==> src/rtl/pipe_stall_sequencer_pkg.sv <==
// Shared pipeline-control definitions: stage indices, default depth,
// sequencer state type and the common RUN-style transition rule.
package pipe_ctrl_pkg;

    localparam int unsigned NUM_STAGES_DEFAULT = 5;

    localparam int unsigned STG_IF  = 0;
    localparam int unsigned STG_ID  = 1;
    localparam int unsigned STG_EX  = 2;
    localparam int unsigned STG_MEM = 3;
    localparam int unsigned STG_WB  = 4;

    typedef enum logic [1:0] {
        RUN     = 2'd0,
        I_WAIT  = 2'd1,
        D_WAIT  = 2'd2,
        RELEASE = 2'd3
    } seq_state_e;

    // The older instruction (D-side) wins when both caches miss together.
    function automatic seq_state_e run_next(input logic dmiss, input logic imiss);
        if (dmiss) begin
            return D_WAIT;
        end else if (imiss) begin
            return I_WAIT;
        end
        return RUN;
    endfunction

endpackage

==> src/rtl/pipe_stall_sequencer_if.sv <==
// Hazard-unit / cache handshake bundle seen by the stall sequencer.
interface pipe_stall_sequencer_if #(
    parameter int unsigned NUM_STAGES = 5,
    parameter int unsigned CNT_W      = 32
);
    logic [NUM_STAGES-1:0] hz_stall_i;
    logic [NUM_STAGES-1:0] hz_flush_i;
    logic                  imiss_i;
    logic                  iready_i;
    logic                  dmiss_i;
    logic                  dready_i;
    logic [NUM_STAGES-1:0] en_o;
    logic [NUM_STAGES-1:0] clr_o;
    logic                  frozen_o;
    logic [CNT_W-1:0]      ist_cnt_o;
    logic [CNT_W-1:0]      dst_cnt_o;

    modport master (
        output hz_stall_i, hz_flush_i, imiss_i, iready_i, dmiss_i, dready_i,
        input  en_o, clr_o, frozen_o, ist_cnt_o, dst_cnt_o
    );

    modport slave (
        input  hz_stall_i, hz_flush_i, imiss_i, iready_i, dmiss_i, dready_i,
        output en_o, clr_o, frozen_o, ist_cnt_o, dst_cnt_o
    );
endinterface

==> src/rtl/pipe_stall_sequencer_sat_cycle_cnt.sv <==
// Saturating cycle counter: counts enabled cycles, sticks at all-ones.
module sat_cycle_cnt #(
    parameter int unsigned CNT_W = 32
) (
    input  logic             clk_i,
    input  logic             rst_i,
    input  logic             en_i,
    output logic [CNT_W-1:0] cnt_o
);
    logic [CNT_W-1:0] cnt_q;
    logic [CNT_W-1:0] cnt_d;

    always_comb begin
        cnt_d = cnt_q;
        if (en_i && (cnt_q != '1)) begin
            cnt_d = cnt_q + 1'b1;
        end
    end

    always_ff @(posedge clk_i) begin
        if (rst_i) begin
            cnt_q <= '0;
        end else begin
            cnt_q <= cnt_d;
        end
    end

    assign cnt_o = cnt_q;
endmodule

==> src/rtl/pipe_stall_sequencer.sv <==
// Turns hazard stall/flush vectors and cache miss handshakes into per-stage
// enable/clear strobes. Optional stall counters: PIPE_STALL_PERF_CNT_EN.
module pipe_stall_sequencer
    import pipe_ctrl_pkg::*;
#(
    parameter int unsigned NUM_STAGES = NUM_STAGES_DEFAULT,
    parameter int unsigned CNT_W      = 32
) (
    input  logic                   clk_i,
    input  logic                   rst_i,
    pipe_stall_sequencer_if.slave  bus
);
    seq_state_e            state_q, state_d;
    logic [NUM_STAGES-1:0] pend_flush_q, pend_flush_d;
    logic                  imiss_pend_q, imiss_pend_d;
    logic                  iready_seen_q, iready_seen_d;

    logic [NUM_STAGES-1:0] en;
    logic [NUM_STAGES-1:0] clr;
    logic                  frozen;
    logic [NUM_STAGES-1:0] run_en;

    always_comb begin
        state_d       = state_q;
        pend_flush_d  = pend_flush_q;
        imiss_pend_d  = imiss_pend_q;
        iready_seen_d = iready_seen_q;
        run_en        = ~bus.hz_stall_i | bus.hz_flush_i;
        en            = '1;
        clr           = '0;
        frozen        = 1'b0;

        case (state_q)
            RUN: begin
                en      = run_en;
                clr     = bus.hz_flush_i;
                state_d = run_next(bus.dmiss_i, bus.imiss_i);
            end
            I_WAIT: begin
                en          = run_en;
                clr         = bus.hz_flush_i;
                en[STG_IF]  = 1'b0;
                clr[STG_IF] = 1'b0;
                en[STG_ID]  = 1'b1;
                clr[STG_ID] = 1'b1;
                pend_flush_d[STG_IF] = pend_flush_q[STG_IF] | bus.hz_flush_i[STG_IF];
                pend_flush_d[STG_ID] = pend_flush_q[STG_ID] | bus.hz_flush_i[STG_ID];
                // A refill completing under a D-miss is remembered so the
                // I-miss is not waited on again after the D-side releases.
                if (bus.dmiss_i) begin
                    state_d      = D_WAIT;
                    imiss_pend_d = 1'b1;
                    if (bus.iready_i) begin
                        iready_seen_d = 1'b1;
                    end
                end else if (bus.iready_i || iready_seen_q) begin
                    state_d       = RELEASE;
                    iready_seen_d = 1'b0;
                end
            end
            D_WAIT: begin
                en           = '0;
                clr          = '0;
                frozen       = 1'b1;
                pend_flush_d = pend_flush_q | bus.hz_flush_i;
                if (bus.iready_i && imiss_pend_q) begin
                    iready_seen_d = 1'b1;
                end
                if (bus.dready_i) begin
                    if (imiss_pend_q) begin
                        state_d      = I_WAIT;
                        imiss_pend_d = 1'b0;
                    end else begin
                        state_d = RELEASE;
                    end
                end
            end
            RELEASE: begin
                en           = ~bus.hz_stall_i | bus.hz_flush_i | pend_flush_q;
                clr          = bus.hz_flush_i | pend_flush_q;
                pend_flush_d = '0;
                state_d      = run_next(bus.dmiss_i, bus.imiss_i);
            end
            default: begin
                state_d = RUN;
            end
        endcase

        if (rst_i) begin
            en     = '1;
            clr    = '1;
            frozen = 1'b0;
        end
    end

    always_ff @(posedge clk_i) begin
        if (rst_i) begin
            state_q       <= RUN;
            pend_flush_q  <= '0;
            imiss_pend_q  <= 1'b0;
            iready_seen_q <= 1'b0;
        end else begin
            state_q       <= state_d;
            pend_flush_q  <= pend_flush_d;
            imiss_pend_q  <= imiss_pend_d;
            iready_seen_q <= iready_seen_d;
        end
    end

    assign bus.en_o     = en;
    assign bus.clr_o    = clr;
    assign bus.frozen_o = frozen;

`ifdef PIPE_STALL_PERF_CNT_EN
    logic [CNT_W-1:0] ist_cnt;
    logic [CNT_W-1:0] dst_cnt;

    sat_cycle_cnt #(.CNT_W(CNT_W)) u_ist_cnt (
        .clk_i (clk_i),
        .rst_i (rst_i),
        .en_i  (state_q == I_WAIT),
        .cnt_o (ist_cnt)
    );

    sat_cycle_cnt #(.CNT_W(CNT_W)) u_dst_cnt (
        .clk_i (clk_i),
        .rst_i (rst_i),
        .en_i  (state_q == D_WAIT),
        .cnt_o (dst_cnt)
    );

    assign bus.ist_cnt_o = ist_cnt;
    assign bus.dst_cnt_o = dst_cnt;
`else
    assign bus.ist_cnt_o = {CNT_W{1'b0}};
    assign bus.dst_cnt_o = {CNT_W{1'b0}};
`endif
endmodule
==> src/flat_wrapper.sv <==
// flat-port wrapper written by rule: the top's interface ports become plain ports
module pipe_stall_sequencer_flat import pipe_ctrl_pkg::*;
#(
    parameter int unsigned NUM_STAGES = NUM_STAGES_DEFAULT,
    parameter int unsigned CNT_W      = 32
)
  (clk_i, rst_i, bus_hz_stall_i, bus_hz_flush_i, bus_imiss_i, bus_iready_i, bus_dmiss_i, bus_dready_i, bus_en_o, bus_clr_o, bus_frozen_o, bus_ist_cnt_o, bus_dst_cnt_o);
  pipe_stall_sequencer_if #(.NUM_STAGES(NUM_STAGES), .CNT_W(CNT_W)) bus_i ();
  input  logic clk_i;
  input  logic rst_i;
  input wire logic [$bits(bus_i.hz_stall_i)-1:0] bus_hz_stall_i;
  input wire logic [$bits(bus_i.hz_flush_i)-1:0] bus_hz_flush_i;
  input wire logic [$bits(bus_i.imiss_i)-1:0] bus_imiss_i;
  input wire logic [$bits(bus_i.iready_i)-1:0] bus_iready_i;
  input wire logic [$bits(bus_i.dmiss_i)-1:0] bus_dmiss_i;
  input wire logic [$bits(bus_i.dready_i)-1:0] bus_dready_i;
  output wire logic [$bits(bus_i.en_o)-1:0] bus_en_o;
  output wire logic [$bits(bus_i.clr_o)-1:0] bus_clr_o;
  output wire logic [$bits(bus_i.frozen_o)-1:0] bus_frozen_o;
  output wire logic [$bits(bus_i.ist_cnt_o)-1:0] bus_ist_cnt_o;
  output wire logic [$bits(bus_i.dst_cnt_o)-1:0] bus_dst_cnt_o;
  assign bus_i.hz_stall_i = bus_hz_stall_i;
  assign bus_i.hz_flush_i = bus_hz_flush_i;
  assign bus_i.imiss_i = bus_imiss_i;
  assign bus_i.iready_i = bus_iready_i;
  assign bus_i.dmiss_i = bus_dmiss_i;
  assign bus_i.dready_i = bus_dready_i;
  assign bus_en_o = bus_i.en_o;
  assign bus_clr_o = bus_i.clr_o;
  assign bus_frozen_o = bus_i.frozen_o;
  assign bus_ist_cnt_o = bus_i.ist_cnt_o;
  assign bus_dst_cnt_o = bus_i.dst_cnt_o;
  pipe_stall_sequencer #(.NUM_STAGES(NUM_STAGES), .CNT_W(CNT_W)) u_core (.clk_i(clk_i), .rst_i(rst_i), .bus(bus_i));
endmodule
==> config.mk <==
export PLATFORM = sky130hd
export DESIGN_NAME = pipe_stall_sequencer_flat
export DESIGN_NICKNAME = d
export VERILOG_FILES = /design/src/rtl/pipe_stall_sequencer_pkg.sv /design/src/rtl/pipe_stall_sequencer_if.sv /design/src/rtl/pipe_stall_sequencer_sat_cycle_cnt.sv /design/src/rtl/pipe_stall_sequencer.sv /design/src/flat_wrapper.sv
export SDC_FILE = /design/constraint.sdc
export NUM_CORES = 1
export LEC_CHECK = 0
export BUFFER_PORTS_ARGS = -buffer_cell sky130_fd_sc_hd__buf_2
export CORE_MARGIN = 1
export CORE_UTILIZATION = 40
export DETAILED_ROUTE_END_ITERATION = 7
export PLACE_DENSITY = 0.81
export SLEW_MARGIN = 40
export SYNTH_ARGS = -nofsm -noshare
export SYNTH_HDL_FRONTEND = slang
export SYNTH_SLANG_ARGS = --single-unit
==> constraint.sdc <==
create_clock -name clk_i -period 1.85 [get_ports clk_i]
set_input_delay 0.2775 -clock clk_i [delete_from_list [all_inputs] [get_ports clk_i]]
set_output_delay 0.2775 -clock clk_i [all_outputs]
set_load 0.1 [all_outputs]
======== Yosys cells after proc, flatten, opt, wreduce, memory -nomap -nowiden ========
Cells that the tools add are included.
operators by class
  bitwise gates (word level) .............. 6
  equality and inequality tests ........... 8
  reduce and logical (&&, ||, !) cells .... 9
  multiplexer cells ....................... 29
operators with widths
  operator                                                                  number
  5-bit case mux with 4 select lines                                        2
  2-bit two-way mux                                                         8
  5-bit OR                                                                  3
  1-bit two-way mux                                                         12
  5-bit two-way mux                                                         2
  2-bit case mux with 4 select lines                                        1
  2-bit case mux with 3 select lines                                        1
  3-bit case mux with 2 select lines                                        1
  5-bit inverter                                                            1
  2-bit == test (second input constant)                                     2
  2-bit inequality test (second input constant)                             2
  1-bit case mux with 2 select lines                                        2
  4-bit AND reduction                                                       1
  2-bit nonzero test                                                        2
  3-bit by 2-bit inequality test with 1-bit output (second input constant)  1
  3-bit inequality test (second input constant)                             1
  3-bit AND reduction                                                       1
  3-bit nonzero test                                                        1
  2-bit by 1-bit == test with 1-bit output (second input constant)          1
  2-bit logical NOT                                                         1
  2-bit by 1-bit inequality test with 1-bit output (second input constant)  1
  1-bit OR                                                                  2
  2-bit AND reduction                                                       1
  1-bit logical AND                                                         1
  1-bit logical OR                                                          1
word-level totals
  register bits after elaboration ......... 9

======== Logic depth before layout (Yosys ltp) ========
Gate-level depths: netlist of run 1.
  depth after elaboration ................. 5
  mapped depth ............................ 6
  depth with buffers taken out ............ 5

======== Worst setup path before layout of run 1 ========
Ideal clock, no wire load.
  path kind ............................... register to output
  start ................................... reg u_core.state_q[0]
  end ..................................... out bus_en_o[3]
  setup slack ............................. -1.502 ns
  data arrival time ....................... 3.074 ns
  data required time ...................... 1.572 ns
  stages on the path, launching flop included .. 7
  buffers on the path ..................... 1
  cells stage by stage .................... dfxtp_1 -> inv_1 -> ha_1 -> buf_2 -> or2_1 -> a21boi_0 -> o21ai_0
between the ends
  cells in the longest elaborated chain, start to end .. 3
  elaborated cells on any way between the ends .. 6
  classes of those cells .................. 3 x eq/ne; 2 x mux; 1 x reduce/logical
RTL lines
  what                                    line                         source
  start: declaration                      pipe_stall_sequencer.sv:13   seq_state_e state_q, state_d;
  start signal: assignment                pipe_stall_sequencer.sv:103  state_q <= state_d;
  2-bit == test (tied with other cells)   pipe_stall_sequencer.sv:33   case (state_q)
  5-bit case mux with 4 select lines (*)  pipe_stall_sequencer.sv:33
  5-bit two-way mux (*)                   pipe_stall_sequencer.sv:89   if (rst_i) begin
  end: declaration                        flat_wrapper.sv:17           output wire logic [$bits(bus_i.en_o)-1:0] bus_en_o;
Every way passes the cells marked *; elsewhere a longest branch is shown, timed or not.

======== Worst setup path after layout of run 1 ========
  start ................................... reg u_core.state_q[0]
  end ..................................... out bus_en_o[1]
Same word-level chain as after synthesis.

==> results of run 1 <==
power breakdown:
group | switching (mW) | total [mW] | internal (mW)
Combinational | 1.61 | 2.31 | 0.701
Sequential | 0.0517 | 0.309 | 0.257
Clock | 0.0644 | 0.147 | 0.0829
Total | 1.73 | 2.77 | 1.04
kinds of logic (layout without fill, tap and decap cells):
group                    Yosys count  in the layout  synth area share
flip-flops                         9              9            0.1494
AO/OA/AOI/OAI                     32             32            0.1732
adder cells (fa/ha/maj)            6              6           0.06224
AND/OR/NAND/NOR                   29             29            0.1380
buffers and inverters             78             48            0.4481
multiplexers                       3              3           0.02593
other                              1             64          0.003109
synth_stat cells (2+ instances only):
cell	instances
nor3_1	6
or2_1	2
buf_4	65
a21boi_0	3
nand2b_1	5
buf_2	3
nor2_1	5
a21oi_1	11
mux2i_1	2
ha_1	6
inv_1	9
o21ai_0	6
dfxtp_1	9
o21bai_1	4
or2_2	3
nand2_1	3
what timing repair did:
| action | 4_1_cts | 5_1_grt |
|---|---|---|
| setup buffers | 1 | 0 |
| pin swaps | 6 | 1 |
| endpoints found under the setup margin | 11 | 11 |
| gates resized for setup | 34 | 6 |
registers in the layout, indices dropped and copies added, names as in the netlist:
name / cells
u_core.imiss_pend_q: 1
u_core.iready_seen_q: 1
u_core.pend_flush_q: 5
u_core.state_q: 2
layout make-up:
| class | count | share of cell area |
|---|---|---|
| inverters | 9 | 0.02269 |
| well taps | 31 | 0.02426 |
| repair buffers | 35 | 0.2316 |
| multi-input cells | 134 | 0.5892 |
| clock buffers | 4 | 0.01643 |
| flip-flops and latches | 9 | 0.1158 |
critical path, stage by stage (launching register included):
cell,delay [ns]
dfxtp_4,0.36
buf_4,0.14
ha_4,0.18
nor3_4,0.21
a31oi_1,0.06
or2_4,0.24
buf_12,0.16
per-layer routing:
metal | GRT usage | vias to the layer above | part of all wire
li1 | - | 461 | -
met2 | 0.2487 | 43 | 0.54
met4 | 0.04181 | 0 | 0
met1 | 0.1718 | 414 | 0.39
met5 | 0 | - | 0
met3 | 0.02304 | 0 | 0.063
how the worst min path moves through the flow:
| stage | slack [ns] | end | startpoint |
|---|---|---|---|
| final | 0.35 | u_core.iready_seen_q$_SDFFE_PP0P_ | bus_iready_i |
| after global placement | 0.49 | u_core.pend_flush_q[4]$_SDFFE_PP0N_ | u_core.pend_flush_q[4]$_SDFFE_PP0N_ |
| after floorplan | 0.46 | u_core.pend_flush_q[2]$_SDFFE_PP0N_ | bus_hz_flush_i[2] |
| after global routing | 0.35 | u_core.iready_seen_q$_SDFFE_PP0P_ | bus_iready_i |
| after detailed placement | 0.49 | u_core.pend_flush_q[2]$_SDFFE_PP0N_ | u_core.pend_flush_q[2]$_SDFFE_PP0N_ |
| after CTS | 0.35 | u_core.iready_seen_q$_SDFFE_PP0P_ | bus_iready_i |
stage by stage:
step                cell area, um^2   TNS, ns  instances  worst slack, ns
global placement               1405         0        218          0.05188
detailed placement             1405  -0.02445        218         -0.01877
floorplan                      1528  -0.05326        221         -0.05326
finish                         1599  -0.06434        222         -0.04134
global route                   1599   -0.6732        222         -0.09905
CTS                            1568  -0.04786        222         -0.04604
==> flow_metrics.env, run 1 <==
export IMPL_status="finished with violations"
export IMPL_violations="design-rule violations, negative setup slack"
export IMPL_fin_ws_ns=-0.04134
export IMPL_antenna_found_initial=0
export IMPL_netlist_instances=158
export IMPL_clk_latency_ns=0.25
export IMPL_yosysTopAreaCellShare=0.4046
export IMPL_power_mw=2.768
export IMPL_grt_max_degree=14
export IMPL_synth_area_um2=1206
export IMPL_finalClockSkew_ns=0.001829
export IMPL_crit_type="reg2out"
export IMPL_crit_end="bus_en_o[1]"
export IMPL_num_rows=19
export IMPL_synth_edff_count=0
export IMPL_initial_utilization=0.4300
export IMPL_ys_flop_type="dfxtp_1"
export IMPL_synth_cell_types=32
export IMPL_drtIter0Drc=24
export IMPL_hpwl_um=1726
export IMPL_cts_tree="done"
export IMPL_via_per_inst=4.135
export IMPL_port_buffers=26
export IMPL_reg2reg_from="u_core.state_q[0]$_SDFFE_PP0P_"
export IMPL_async_flop_share=0
export IMPL_regArea_um2=185.2
export IMPL_final_nets=214
export IMPL_setup_violations=6
export IMPL_ant_nets=0
export IMPL_hold_buffers=0
export IMPL_cts_root_buf="clkbuf_4"
export IMPL_drv_cap=0
export IMPL_grt_remaining_overflow=0
export IMPL_pin_count=91
export IMPL_htreeDepth=1
export IMPL_startpoint="u_core.state_q[0]$_SDFFE_PP0P_"
export IMPL_drive_gt1_frac=0.3979
export IMPL_vias=918
export IMPL_core_area_um2=2805
export IMPL_fillers=258
export IMPL_powerDensity_nw_per_um2=1731
export IMPL_clock_path_buffers=2
export IMPL_chipHeight_um=56.91
export IMPL_grt_use_total=0.1399
export IMPL_yosys_warnings=0
export IMPL_vdd_drop_max_mv=0.5435
export IMPL_wl_per_cell_um=10.30
export IMPL_post_route_period_util=1.022
export IMPL_p_leak_nw=0.7599
export IMPL_cp_arrival_ns=1.61
export IMPL_holdPathStages=3
export IMPL_synth_top_area_cell="buf_4"
export IMPL_maxSlewViolCount=0
export IMPL_synth_seq_cells=9
export IMPL_synth_seq_area_share=0.1494
export IMPL_fin_util=0.5700
export IMPL_startpoint_type="flop"
export IMPL_clk_pin_slew_worst_paths_ns=0.06
export IMPL_clock_sinks=9
export IMPL_area_growth_pct=32.57
export IMPL_wl_um=2287
export IMPL_diodes=0
export IMPL_critPathRequiredTime_ns=1.57
export IMPL_multi_input_area_um2=942.2
export IMPL_synthTopCellsByArea="buf_4, dfxtp_1, ha_1"
export IMPL_critPathCaptureType="output pin"
export IMPL_r2r_end="u_core.state_q[0]$_SDFFE_PP0P_"
export IMPL_drtPass1Iterations=6
export IMPL_whs_ns=0.3512
export IMPL_drc=14
export IMPL_first_global_vias=809
export IMPL_min_period_ns=1.891
export IMPL_rsz0062_at_grt="true"
export IMPL_synth_area_per_cell_um2=7.634
export IMPL_gp_congestion=0.7485
export IMPL_r2r_slack_ns=0.17
export IMPL_layout_commonest_cell="conb_1"
export IMPL_final_hold_viol_count=0
export IMPL_grt_pass1_wl_um=3594
export IMPL_die_x_um=56.91
export IMPL_clock_fmax_mhz=528.7
export IMPL_layout_common_cells="conb_1, buf_2, buf_12"
export IMPL_worstPathMaxFanout=5
export IMPL_cts_buffers_inserted=3
export IMPL_rr_worst_depth=6
export IMPL_min_path_type="in2reg"
export IMPL_dieArea_um2=3239
Note: power is estimated with default switching activity, not from simulation.
==> inputs of run 2 (changes only) <==
--- a/config.mk
+++ b/config.mk
@@ -7,9 +7,10 @@
 export LEC_CHECK = 0
 export BUFFER_PORTS_ARGS = -buffer_cell sky130_fd_sc_hd__buf_2
 export CORE_MARGIN = 1
-export CORE_UTILIZATION = 40
+export CORE_UTILIZATION = 42
+export CTS_BUF_LIST = sky130_fd_sc_hd__clkbuf_4
 export DETAILED_ROUTE_END_ITERATION = 7
-export PLACE_DENSITY = 0.81
+export PLACE_DENSITY = 0.85
 export SLEW_MARGIN = 40
 export SYNTH_ARGS = -nofsm -noshare
 export SYNTH_HDL_FRONTEND = slang
==> run 2 against run 1 <==
Compared with the run above:
- the run ends with negative setup slack left
- clock skew about the same
- routed wire length is 1.5% higher
- clock-buffer cell count unchanged
- cell count is 0.90% higher
- sequential power up 5%
- fmax is 0.46% higher
- first-iteration DRC count decreased by 33%
- critical endpoint is now bus_en_o[2]
- largest cell class unchanged
- largest power group unchanged
==> flow_metrics.env, run 2 (synthesized netlist as in run 1, its figures left out) <==
export IMPL_grt_max_degree=20
export IMPL_fin_setup_tns_ns=-0.09288
export IMPL_clk_latency_ns=0.26
export IMPL_fin_ws_ns=-0.03273
export IMPL_post_route_period_util=1.018
export IMPL_pre_cts_slack_ns=-0.03546
export IMPL_p_leak_nw=0.7675
export IMPL_dieArea_um2=3090
export IMPL_gp_congestion=0.7644
export IMPL_clk_pin_slew_worst_paths_ns=0.06
export IMPL_htreeDepth=1
export IMPL_cts_buffers_inserted=3
export IMPL_met2_usage=0.2754
export IMPL_drive_gt1_frac=0.4041
export IMPL_hold_buffers=0
export IMPL_wl_um=2321
export IMPL_pin_count=91
export IMPL_hpwl_um=1717
export IMPL_clock_fmax_mhz=531.1
export IMPL_violations="negative setup slack"
export IMPL_largest_register="u_core.pend_flush_q"
export IMPL_initial_utilization=0.4412
export IMPL_status="finished with violations"
export IMPL_antenna_found_initial=0
export IMPL_met3_usage=0.02093
export IMPL_crit_type="reg2out"
export IMPL_finalClockSkew_ns=0.002093
export IMPL_port_buffers=26
export IMPL_wl_per_cell_um=10.36
export IMPL_vias=941
export IMPL_path_cells="inv_4 -> ha_4 -> or2_4 -> a21boi_2 -> o21ai_4 -> buf_12"
export IMPL_cts_root_buf="clkbuf_4"
export IMPL_powerDensity_nw_per_um2=1785
export IMPL_grt_pass1_wl_um=3546
export IMPL_fillers=256
export IMPL_area_growth_pct=31.33
export IMPL_drtIter0Drc=16
export IMPL_rsz0062_at_grt="true"
export IMPL_met1_usage=0.1565
export IMPL_ant_nets=0
export IMPL_fin_util=0.5794
export IMPL_cp_arrival_ns=1.61
export IMPL_final_nets=216
export IMPL_drtPass1Iterations=4
export IMPL_maxSlewViolCount=0
export IMPL_startpoint_type="flop"
export IMPL_final_hold_viol_count=0
export IMPL_dp_cells=215
export IMPL_busiest_layer="met2"
export IMPL_critPathCaptureType="output pin"
export IMPL_clock_sinks=9
export IMPL_grt_remaining_overflow=0
export IMPL_via_per_inst=4.201
export IMPL_regArea_um2=187.7
export IMPL_largestRegisters="u_core.pend_flush_q x5, u_core.state_q x2"
export IMPL_multi_input_area_um2=894.6
export IMPL_diodes=0
export IMPL_critPathRequiredTime_ns=1.57
export IMPL_chipHeight_um=55.59
export IMPL_num_rows=19
export IMPL_grt_use_total=0.1404
export IMPL_place_area_um2=1398
export IMPL_critical_path_slowest_cell="dfxtp_4"
export IMPL_largest_reg_flops=5
export IMPL_clock_path_buffers=2
export IMPL_worstPathMaxFanout=4
export IMPL_drc=0
export IMPL_drv_cap=0
export IMPL_cts_tree="done"
export IMPL_setup_violations=6
export IMPL_slowest_delay_ns=0.39
export IMPL_core_area_um2=2734
export IMPL_layout_common_cells="conb_1, buf_2, buf_12, buf_4"
export IMPL_die_x_um=55.59
export IMPL_min_period_ns=1.883
export IMPL_min_path_type="in2reg"
export IMPL_fin_area_um2=1584
export IMPL_finalNonFillerCells=224
export IMPL_vdd_drop_max_mv=1.008
export IMPL_layout_commonest_cell="conb_1"
export IMPL_first_global_vias=844
-- run 2: cell types whose count changed in the layout (fill, tap and decap cells not counted), moves of 2 or more --
cell     delta
a21oi_2     +3
a21oi_4     -3
ha_2        +2
ha_4        -2
inv_2       -2
-- run 2: timing repair --
action,4_1_cts,5_1_grt
setup endpoints to repair,11,11
resized for setup,21,14
cloned,1,0
pin swaps,6,3
setup buffers,2,2
-- run 2: path summary, 6_finish.rpt --
kind,from,to,slack [ns],cells after the start
min reg2reg,u_core.pend_flush_q[4]$_SDFFE_PP0N_,u_core.pend_flush_q[4]$_SDFFE_PP0N_,0.52,2
min,bus_iready_i,u_core.iready_seen_q$_SDFFE_PP0P_,0.34,3
max reg2reg,u_core.state_q[0]$_SDFFE_PP0P_,u_core.state_q[0]$_SDFFE_PP0P_,0.17,6
max,u_core.state_q[0]$_SDFFE_PP0P_,bus_en_o[2],-0.03,6
-- run 2: report_power, final --
group | total, mW | internal (mW) | switching [mW]
logic | 2.34 | 0.732 | 1.61
registers | 0.323 | 0.260 | 0.0631
clock network | 0.167 | 0.0978 | 0.0688
total | 2.83 | 1.09 | 1.74
-- run 2: layout make-up --
| cell class | instances | area share |
|---|---|---|
| clock buffer | 4 | 0.01896 |
| sequential | 9 | 0.1185 |
| inverter | 9 | 0.02765 |
| timing repair buffer | 37 | 0.2457 |
| multi-input combinational | 134 | 0.5648 |
| tap | 31 | 0.02449 |
-- run 2: per-layer routing --
metal	vias to the layer above	routed length (um)	share of wire
li1	459	-	-
met1	437	903	0.39
met2	42	1269	0.55
met3	3	129	0.056
met4	0	19	0.0082
met5	-	0	0
-- run 2: per-stage QoR --
stage               power (mW)  hold slack (ns)
detailed placement       2.397           0.5078
finish                   2.827           0.3365
floorplan                2.016           0.4639
global route             2.956           0.3566
global placement         2.363           0.4914
CTS                      2.687           0.3386
-- run 2: worst max-delay path, delay by kind of cell, from the launching register on --
kind | cells | cell delay (ns)
AND/OR/NAND/NOR | 1 | 0.27
buffers and inverters | 2 | 0.22
adder cells (fa/ha/maj) | 1 | 0.16
AO/OA/AOI/OAI | 2 | 0.29
flip-flops | 1 | 0.39
